`src/rtl/branch_sequencer_pkg.sv`:
```
// Shared types and defaults for the branch fetch/execute sequencer.
package branch_sequencer_pkg;

  localparam logic [4:0]  BR_OPCODE_DEF   = 5'b10010;
  localparam int unsigned MEM_TIMEOUT_DEF = 16;
  localparam int unsigned TIMER_W         = 8;

  typedef enum logic [3:0] {
    S_IDLE,
    S_T0,
    S_T1,
    S_T2,
    S_T3,
    S_T4,
    S_T5,
    S_T6,
    S_ILL,
    S_MERR
  } state_e;

endpackage

```
`src/rtl/branch_mem_timer.sv`:
```
// Saturating wait counter for the memory-read state; expired flags the last allowed wait cycle.
module branch_mem_timer
  import branch_sequencer_pkg::*;
(
  input  logic               clk,
  input  logic               reset_n,
  input  logic               clr,
  input  logic               en,
  input  logic [TIMER_W-1:0] limit,
  output logic               expired
);

  logic [TIMER_W-1:0] count;

  always_ff @(posedge clk or negedge reset_n) begin
    if (!reset_n) begin
      count <= '0;
    end else if (clr) begin
      count <= '0;
    end else if (en && (count != '1)) begin
      count <= count + TIMER_W'(1);
    end
  end

  // count holds completed wait cycles, so the current cycle is number count+1
  assign expired = (count >= (limit - TIMER_W'(1)));

endmodule

```
`src/rtl/branch_sequencer.sv`:
```
// Fetch plus conditional-branch execute control sequencer with memory timeout.
module branch_sequencer
  import branch_sequencer_pkg::*;
#(
  parameter logic [4:0]  BR_OPCODE   = BR_OPCODE_DEF,
  parameter int unsigned MEM_TIMEOUT = MEM_TIMEOUT_DEF
) (
  input  logic       clk,
  input  logic       reset_n,
  input  logic       start,
  input  logic [4:0] opcode,
  input  logic       con_out,
  input  logic       mem_done,
  output logic       pc_out,
  output logic       mar_in,
  output logic       inc_pc,
  output logic       z_in,
  output logic       z_lo_out,
  output logic       pc_in,
  output logic       read,
  output logic       mdr_in,
  output logic       mdr_out,
  output logic       ir_in,
  output logic       gra,
  output logic       r_out,
  output logic       con_in,
  output logic       y_in,
  output logic       c_out,
  output logic       alu_add,
  output logic       busy,
  output logic       done,
  output logic       illegal,
  output logic       mem_err
);

  state_e state_q, state_d;
  logic   tmr_clr, tmr_en, tmr_expired;

  branch_mem_timer u_timer (
    .clk     (clk),
    .reset_n (reset_n),
    .clr     (tmr_clr),
    .en      (tmr_en),
    .limit   (TIMER_W'(MEM_TIMEOUT)),
    .expired (tmr_expired)
  );

  always_ff @(posedge clk or negedge reset_n) begin
    if (!reset_n) state_q <= S_IDLE;
    else          state_q <= state_d;
  end

  // Strobes decode from state; T3 strobes gate on a legal opcode, T6 pc_in follows con_out
  always_comb begin
    state_d  = state_q;
    tmr_clr  = 1'b0;
    tmr_en   = 1'b0;
    pc_out   = 1'b0;
    mar_in   = 1'b0;
    inc_pc   = 1'b0;
    z_in     = 1'b0;
    z_lo_out = 1'b0;
    pc_in    = 1'b0;
    read     = 1'b0;
    mdr_in   = 1'b0;
    mdr_out  = 1'b0;
    ir_in    = 1'b0;
    gra      = 1'b0;
    r_out    = 1'b0;
    con_in   = 1'b0;
    y_in     = 1'b0;
    c_out    = 1'b0;
    alu_add  = 1'b0;
    done     = 1'b0;
    illegal  = 1'b0;
    mem_err  = 1'b0;
    busy     = (state_q != S_IDLE);

    unique case (state_q)
      S_IDLE: begin
        if (start) state_d = S_T0;
      end
      S_T0: begin
        pc_out  = 1'b1;
        mar_in  = 1'b1;
        inc_pc  = 1'b1;
        z_in    = 1'b1;
        tmr_clr = 1'b1;
        state_d = S_T1;
      end
      S_T1: begin
        z_lo_out = 1'b1;
        pc_in    = 1'b1;
        read     = 1'b1;
        mdr_in   = 1'b1;
        tmr_en   = 1'b1;
        if (mem_done)         state_d = S_T2;
        else if (tmr_expired) state_d = S_MERR;
      end
      S_T2: begin
        mdr_out = 1'b1;
        ir_in   = 1'b1;
        state_d = S_T3;
      end
      S_T3: begin
        if (opcode == BR_OPCODE) begin
          gra     = 1'b1;
          r_out   = 1'b1;
          con_in  = 1'b1;
          state_d = S_T4;
        end else begin
          state_d = S_ILL;
        end
      end
      S_T4: begin
        pc_out  = 1'b1;
        y_in    = 1'b1;
        state_d = S_T5;
      end
      S_T5: begin
        c_out   = 1'b1;
        alu_add = 1'b1;
        z_in    = 1'b1;
        state_d = S_T6;
      end
      S_T6: begin
        z_lo_out = 1'b1;
        pc_in    = con_out;
        done     = 1'b1;
        state_d  = S_IDLE;
      end
      S_ILL: begin
        illegal = 1'b1;
        state_d = S_IDLE;
      end
      S_MERR: begin
        mem_err = 1'b1;
        state_d = S_IDLE;
      end
      default: state_d = S_IDLE;
    endcase
  end

endmodule

```
`config.mk`:
```
export PLATFORM = sky130hd
export DESIGN_NAME = branch_sequencer
export DESIGN_NICKNAME = d
export VERILOG_FILES = /design/src/rtl/branch_sequencer_pkg.sv /design/src/rtl/branch_mem_timer.sv /design/src/rtl/branch_sequencer.sv
export SDC_FILE = /design/constraint.sdc
export NUM_CORES = 1
export LEC_CHECK = 0
export ABC_AREA = 1
export BUFFER_PORTS_ARGS = -buffer_cell sky130_fd_sc_hd__buf_2
export CORE_MARGIN = 5
export CORE_UTILIZATION = 53
export DETAILED_ROUTE_END_ITERATION = 8
export PLACE_DENSITY = 0.83
export SLEW_MARGIN = 30
export SYNTH_ARGS = -nofsm -noshare
export SYNTH_HDL_FRONTEND = slang
export SYNTH_SLANG_ARGS = --single-unit
```
`constraint.sdc`:
```
create_clock -name clk -period 2 [get_ports clk]
set_input_delay 0.1 -clock clk [delete_from_list [all_inputs] [get_ports clk]]
set_output_delay 0.1 -clock clk [all_outputs]
set_load 0.005 [all_outputs]
```
After elaboration in Yosys (flattened, before gate mapping) --
Index checks and enable logic that the tools add are counted.
Storage, ports and cells: bits in registers 12, memory bits (writable) 0, bits in read-only memories 0, latch bits 0, word-level logic and storage cells 46, input port bits 10, memories kept 0
Cells by class: add/sub/neg operators 1, $mul 0, divide/modulo/power cells 0, eq/ne operators 13, shift-type cells 0, reductions and logical operators 8, mux-type cells 21, bitwise gates (word level) 0, $lt $le $gt $ge 1
Operators by type and width (number):
- $pmux W4 S7 | 1
- $eq A4 B3 Y1 const B | 4
- $mux W4 | 4
- $mux W8 | 2
- $mux W1 | 13
- $add A8 B1 Y8 const B | 1
- $eq A4 B2 Y1 const B | 2
- $eq A4 B4 Y1 const B | 2
- $ge A8 B4 Y1 const B | 1
- $ne A8 B8 Y1 const B | 1
- $reduce_or A2 Y1 | 3
- $eq A5 B5 Y1 const B | 1
- $eq A4 B1 Y1 const B | 1
- $logic_not A4 Y1 | 1
- $reduce_bool A4 Y1 | 1
- $ne A3 B3 Y1 const B | 1
- $ne A2 B2 Y1 const B | 1
- $pmux W1 S2 | 1
- $reduce_and A2 Y1 | 1
- $reduce_bool A2 Y1 | 1
- $logic_and A1 B1 Y1 | 1

Depth between registers and ports, before layout --
depth after elaboration 5, mapped depth 8, mapped depth without buffers 8

Cells and area by module --
From an unflattened synthesis, not the netlist that was laid out.
Second synthesis, totals: cells, all modules 189, area total of the unflattened synthesis 1272.5 sq um
By module, submodules not included:
- branch_mem_timer | times used 1, cells an instance 117, area an instance 817.0 sq um
- branch_sequencer | times used 1, cells an instance 72, area an instance 455.4 sq um

Worst setup path after synthesis --
No wires, ideal clock.
path kind register -> register, start register u_timer.count[0], end register u_timer.count[3], setup slack 788 ps, arrival 1096 ps, cell stages (with the launch flop) 9, cell sequence dfrtp_1 > ha_1 > nand2_2 > nor2_4 > nand2_2 > nand2_4 > nand2_1 > nand2_1 > nand2_1
On the way: word-level cells in the longest chain between the ends 3, elaborated cells on any way between the ends 6, those cells by class add/sub (1); eq/ne (1); mux (2); reduce/logical (2)
Ends and longest elaborated chain:
- start, declared | line branch_mem_timer.sv:13 | logic [TIMER_W-1:0] count;
- start signal, assigned | line branch_mem_timer.sv:21 | count <= count + TIMER_W'(1);
- $add A8 B1 Y8 / $ne A8 B8 Y1 (equally long branches) | line branch_mem_timer.sv:21, branch_mem_timer.sv:20
- $mux W8 / $logic_and A1 B1 Y1 (equally long branches) | line branch_mem_timer.sv:20 | end else if (en && (count != '1)) begin
- $mux W8 / $reduce_bool A2 Y1 (equally long branches)
Several ways; a longest one is shown, not always the timed one. The select of a mux whose other input is x is not followed. A chain may end at the register's enable or synchronous reset.

Final worst setup path --
start register state_q[1], end output port z_in
On the way: word-level cells in the longest chain between the ends 3, elaborated cells on any way between the ends 4, those cells by class eq/ne (2); mux (1); reduce/logical (1)
Ends and longest elaborated chain:
- start, declared | line branch_sequencer.sv:36 | state_e state_q, state_d;
- start signal, assigned | line branch_sequencer.sv:50 | else state_q <= state_d;
- $eq A4 B3 Y1 / $eq A4 B1 Y1 (equally long branches) | line branch_sequencer.sv:79 | unique case (state_q)
- $reduce_or A2 Y1 (no source line) *
- $mux W1 * | line branch_sequencer.sv:79
- end, declared | line branch_sequencer.sv:17 | output logic z_in,
Mark *: on every way between the ends. The rest lies on a longest branch, timed or not.

==> Implementation_results.wiki <==
{| class="wikitable"
! Metric !! Value
|-
| Run status || finished clean
|-
| Cells on Worst Hold Path || 3
|-
| End of the worst register-to-register path || u_timer.count[3]
|-
| Ant diodes || 0
|-
| Cell variety after synth || 19
|-
| Cell-internal power || between 600 and 700 uW
|-
| CTS tree || done
|-
| Area of the core || 1670 um2
|-
| Drt wl/cell || 12.2 um
|-
| Remaining antenna violation count after routing || 0
|-
| Time the worst path needs with I/O delays and setup || 1570 ps
|-
| Switching Share || 47.6%
|-
| Iteration count of the initial detailed-routing pass || 4
|-
| Final-report max-slew violation count || 0
|-
| Cells taking the most area after synthesis || sky130_fd_sc_hd__dfrtp_1 33%, sky130_fd_sc_hd__nand2_1 16%, sky130_fd_sc_hd__nand3_1 11%
|-
| Worst setup slack before clock tree synthesis || 655 ps
|-
| Count of max-cap constraint violations || 0
|-
| Largest family of logic cells by synthesized area || simple AND/OR/NAND/NOR gates
|-
| Number of warnings reported in the yosys synthesis log || 0
|-
| Starting utilization of the core area || 54.1%
|-
| Netlist area before placement || 903 um2
|-
| Port buffer count || 29
|-
| DP HPWL || 1.75 mm
|-
| Unrepaired setup endpoints after global routing || false
|-
| Critical path type || reg -> out
|-
| CP startpoint kind || flip-flop
|-
| FP Rows || 15
|-
| Commonest cells after routing, fill and taps aside || 39 x sky130_fd_sc_hd__nand2_1, 29 x sky130_fd_sc_hd__buf_2, 23 x sky130_fd_sc_hd__nor2_1
|-
| Largest net degree at the start of global routing || 13
|-
| Setup slack, reg-to-reg || 640 ps
|-
| Chip Width || 51.3 um
|-
| Area fraction in and, or, nand and nor cells after synthesis || 49.7%
|-
| Largest vdd supply drop || 644 uV
|-
| Initial DRC Count || 39
|-
| Headroom to the max-slew limit || 81.3%
|-
| Latest clock arrival within the worst-skew pair || 270 ps
|-
| CTS root buffer || sky130_fd_sc_hd__clkbuf_4
|-
| Classification of the worst-slack hold path || in -> reg
|-
| Area Overhead vs Synth || 18.6%
|-
| Hold Path Sink || state_q[1]
|-
| Mapped Avg Cell Area || approximately 6.7 um2
|-
| Utilization after layout || between 60% and 70%
|-
| Achievable clock frequency || about 640 MHz
|-
| FF-to-FF Start || u_timer.count[0]
|-
| GRT Util Overall || 18.1%
|-
| Synthesized flop and latch total || 12
|-
| Relative contribution of combinational cells to total power || 54.6%
|-
| Wire length after detailed routing || approximately 2.2 mm
|-
| Antenna violations before repair || 0
|-
| Top-Level Pins || 30
|-
| Highest fanout seen on the critical path || 10
|-
| Num Clock Sinks || 12
|-
| Number of clock buffers inserted by TritonCTS || 3
|-
| Proportion of netlist area held by the largest area contributor || 33.2%
|-
| Fraction of layout instances using a drive strength above 1 || 30.7%
|-
| Largest buffer count on any clock path || 2
|-
| Die height || between 50 and 60 um
|-
| Required time at the endpoint of the critical path || 1900 ps
|-
| Drc violations || 0
|-
| Leakage Power || 0.000585 uW
|-
| Dominant cell type by area after synthesis || sky130_fd_sc_hd__dfrtp_1
|-
| Via density || 5.19
|-
| Relative contribution of sequential cells to total power || 30.1%
|-
| Max Clock Skew || 3.79 ps
|-
| Hold path startpoint || mem_done
|-
| Number of global-route vias before repair || roughly 860
|-
| Fraction of the cycle the final worst path needs || between 70 and 80%
|-
| Overflow left after global routing || 0
|-
| Share of synthesized area spent on multiplexers || 0%
|-
| Data arrival, critical path || between 1000 and 1500 ps
|-
| Sequential element share of the synthesized area || 33.2%
|-
| Via count || between 900 and 1000
|-
| Post-Synth Adder-Cell Area || between 1 and 1.5%
|-
| Clock network power share || 15.3%
|-
| Final-layout setup total negative slack || 0 ps
|-
| Worst reg-to-reg path cell count || 8
|-
| Post-layout nets || approximately 180
|-
| Instance count of the mapped netlist || 135
|-
| Nature of the critical path endpoint || output pin
|-
| Last weighted congestion value of the routability-driven placer || 0.865
|-
| First-pass GRT wire length || around 3.7 mm
|-
| Transition time of the tightest slew-check pin || 281 ps
|-
| PD cells || 1210 nW/um2
|-
| Final Setup Violations || 0
|-
| Area fraction in compound gates after synthesis || 4.29%
|-
| Final Hold Fails || 0
|-
| CTS H-tree lvls || 1
|-
| Crit path setup slack, layout || 429 ps
|-
| Quantity of gates resized following cts || 0
|-
| Share of the synthesized netlist area taken by xor and xnor gates || less than 1%
|-
| Net count of the mapped netlist || approximately 150
|-
| Clock transition at path regs || 80 ps
|-
| Area of the die || 2630 um2
|-
| Net Sw Power || between 600 and 700 uW
|-
| Commonest non-fill, non-tap cell in the layout || sky130_fd_sc_hd__nand2_1
|}
[timing repair]
| action | 4_1_cts | 5_1_grt |
|---|---|---|
| hold buffers | 1 | 0 |
| buffers inserted | 0 | 0 |
| setup endpoints to repair | 0 | 0 |
| hold endpoints to repair | 12 | 0 |
[routing by layer]
layer  vias to the layer above  GRT usage (%)  routed length (um)
li1                        476              -                   -
met1                       418           23.2                 931
met2                        38           32.6                1140
met3                         2           1.75                 105
met4                         0           3.93                  16
met5                         -              0                   0
[flip-flops by register name, indices dropped and copies added (netlist names)]
signal / cells
u_timer.count: 8
state_q: 4
[power by group through the flow]
stage                     sequential [uW]  clock (uW)  combinational, uW
after floorplan                       371           0                517
after global placement                384           0                685
after detailed placement              391           0                704
after CTS                             386         199                710
after global routing                  398         208                800
final                                 390         198                706
[synth_stat cells]
| library cell | number |
|---|---|
| sky130_fd_sc_hd__nand2_1 | 39 |
| sky130_fd_sc_hd__nor2_1 | 23 |
| sky130_fd_sc_hd__nand3_1 | 19 |
| sky130_fd_sc_hd__dfrtp_1 | 12 |
| sky130_fd_sc_hd__inv_1 | 10 |
| sky130_fd_sc_hd__buf_4 | 6 |
| sky130_fd_sc_hd__nor2_4 | 4 |
| sky130_fd_sc_hd__inv_2 | 3 |
| sky130_fd_sc_hd__nand2_2 | 3 |
| sky130_fd_sc_hd__nor3_1 | 3 |
| sky130_fd_sc_hd__or2_2 | 3 |
| sky130_fd_sc_hd__nor2_2 | 2 |
| sky130_fd_sc_hd__o21ai_0 | 2 |
| sky130_fd_sc_hd__a21oi_1 | 1 |
| sky130_fd_sc_hd__a21oi_4 | 1 |
| sky130_fd_sc_hd__ha_1 | 1 |
| sky130_fd_sc_hd__nand2_4 | 1 |
| sky130_fd_sc_hd__o21bai_1 | 1 |
| sky130_fd_sc_hd__xor2_1 | 1 |
[cell type report]
type / instances / area, um2
clock buffers: 4 / 36.3
fillers: 152 / 599
inverters: 13 / 48.8
multi-input cells: 104 / 509
flip-flops and latches: 12 / 300
well taps: 17 / 21.3
repair buffers: 30 / 155
[cell families (layout without fill, tap and decap cells)]
kind of cell | after synthesis | after routing
simple gates | 97 | 97
buf+inv | 19 | 47
compound gates | 5 | 5
xor+xnor | 1 | 1
fa+ha+maj | 1 | 1
flops | 12 | 12
[metrics by stage]
stage	power (uW)	area [um2]	hold WS (ps)	std cells
floorplan	888	903	-196	135
global placement	1070	1020	-11.6	175
detailed placement	1100	1020	-6.68	175
CTS	1300	1070	60.2	180
global route	1410	1070	90.7	180
finish	1290	1070	64.9	180
[worst max-delay path, stage by stage (launching register included)]
cell and delay (ps):
sky130_fd_sc_hd__dfrtp_1 470, sky130_fd_sc_hd__inv_2 90, sky130_fd_sc_hd__nand2_1 130, sky130_fd_sc_hd__nor2_4 180, sky130_fd_sc_hd__inv_2 110, sky130_fd_sc_hd__o21ai_0 90, sky130_fd_sc_hd__buf_2 130
[worst max-delay path by stage]
stage,depth (start not counted),end,slack [ps],start
2_1_floorplan,8,u_timer.count[3],790,u_timer.count[0]
3_3_place_gp,8,u_timer.count[3],740,u_timer.count[0]
3_5_place_dp,8,u_timer.count[3],660,u_timer.count[0]
4_1_cts,6,z_in,440,state_q[1]
5_1_grt,6,z_in,360,state_q[2]
6_report,6,z_in,430,state_q[1]
(Power assumes the default switching activity.)
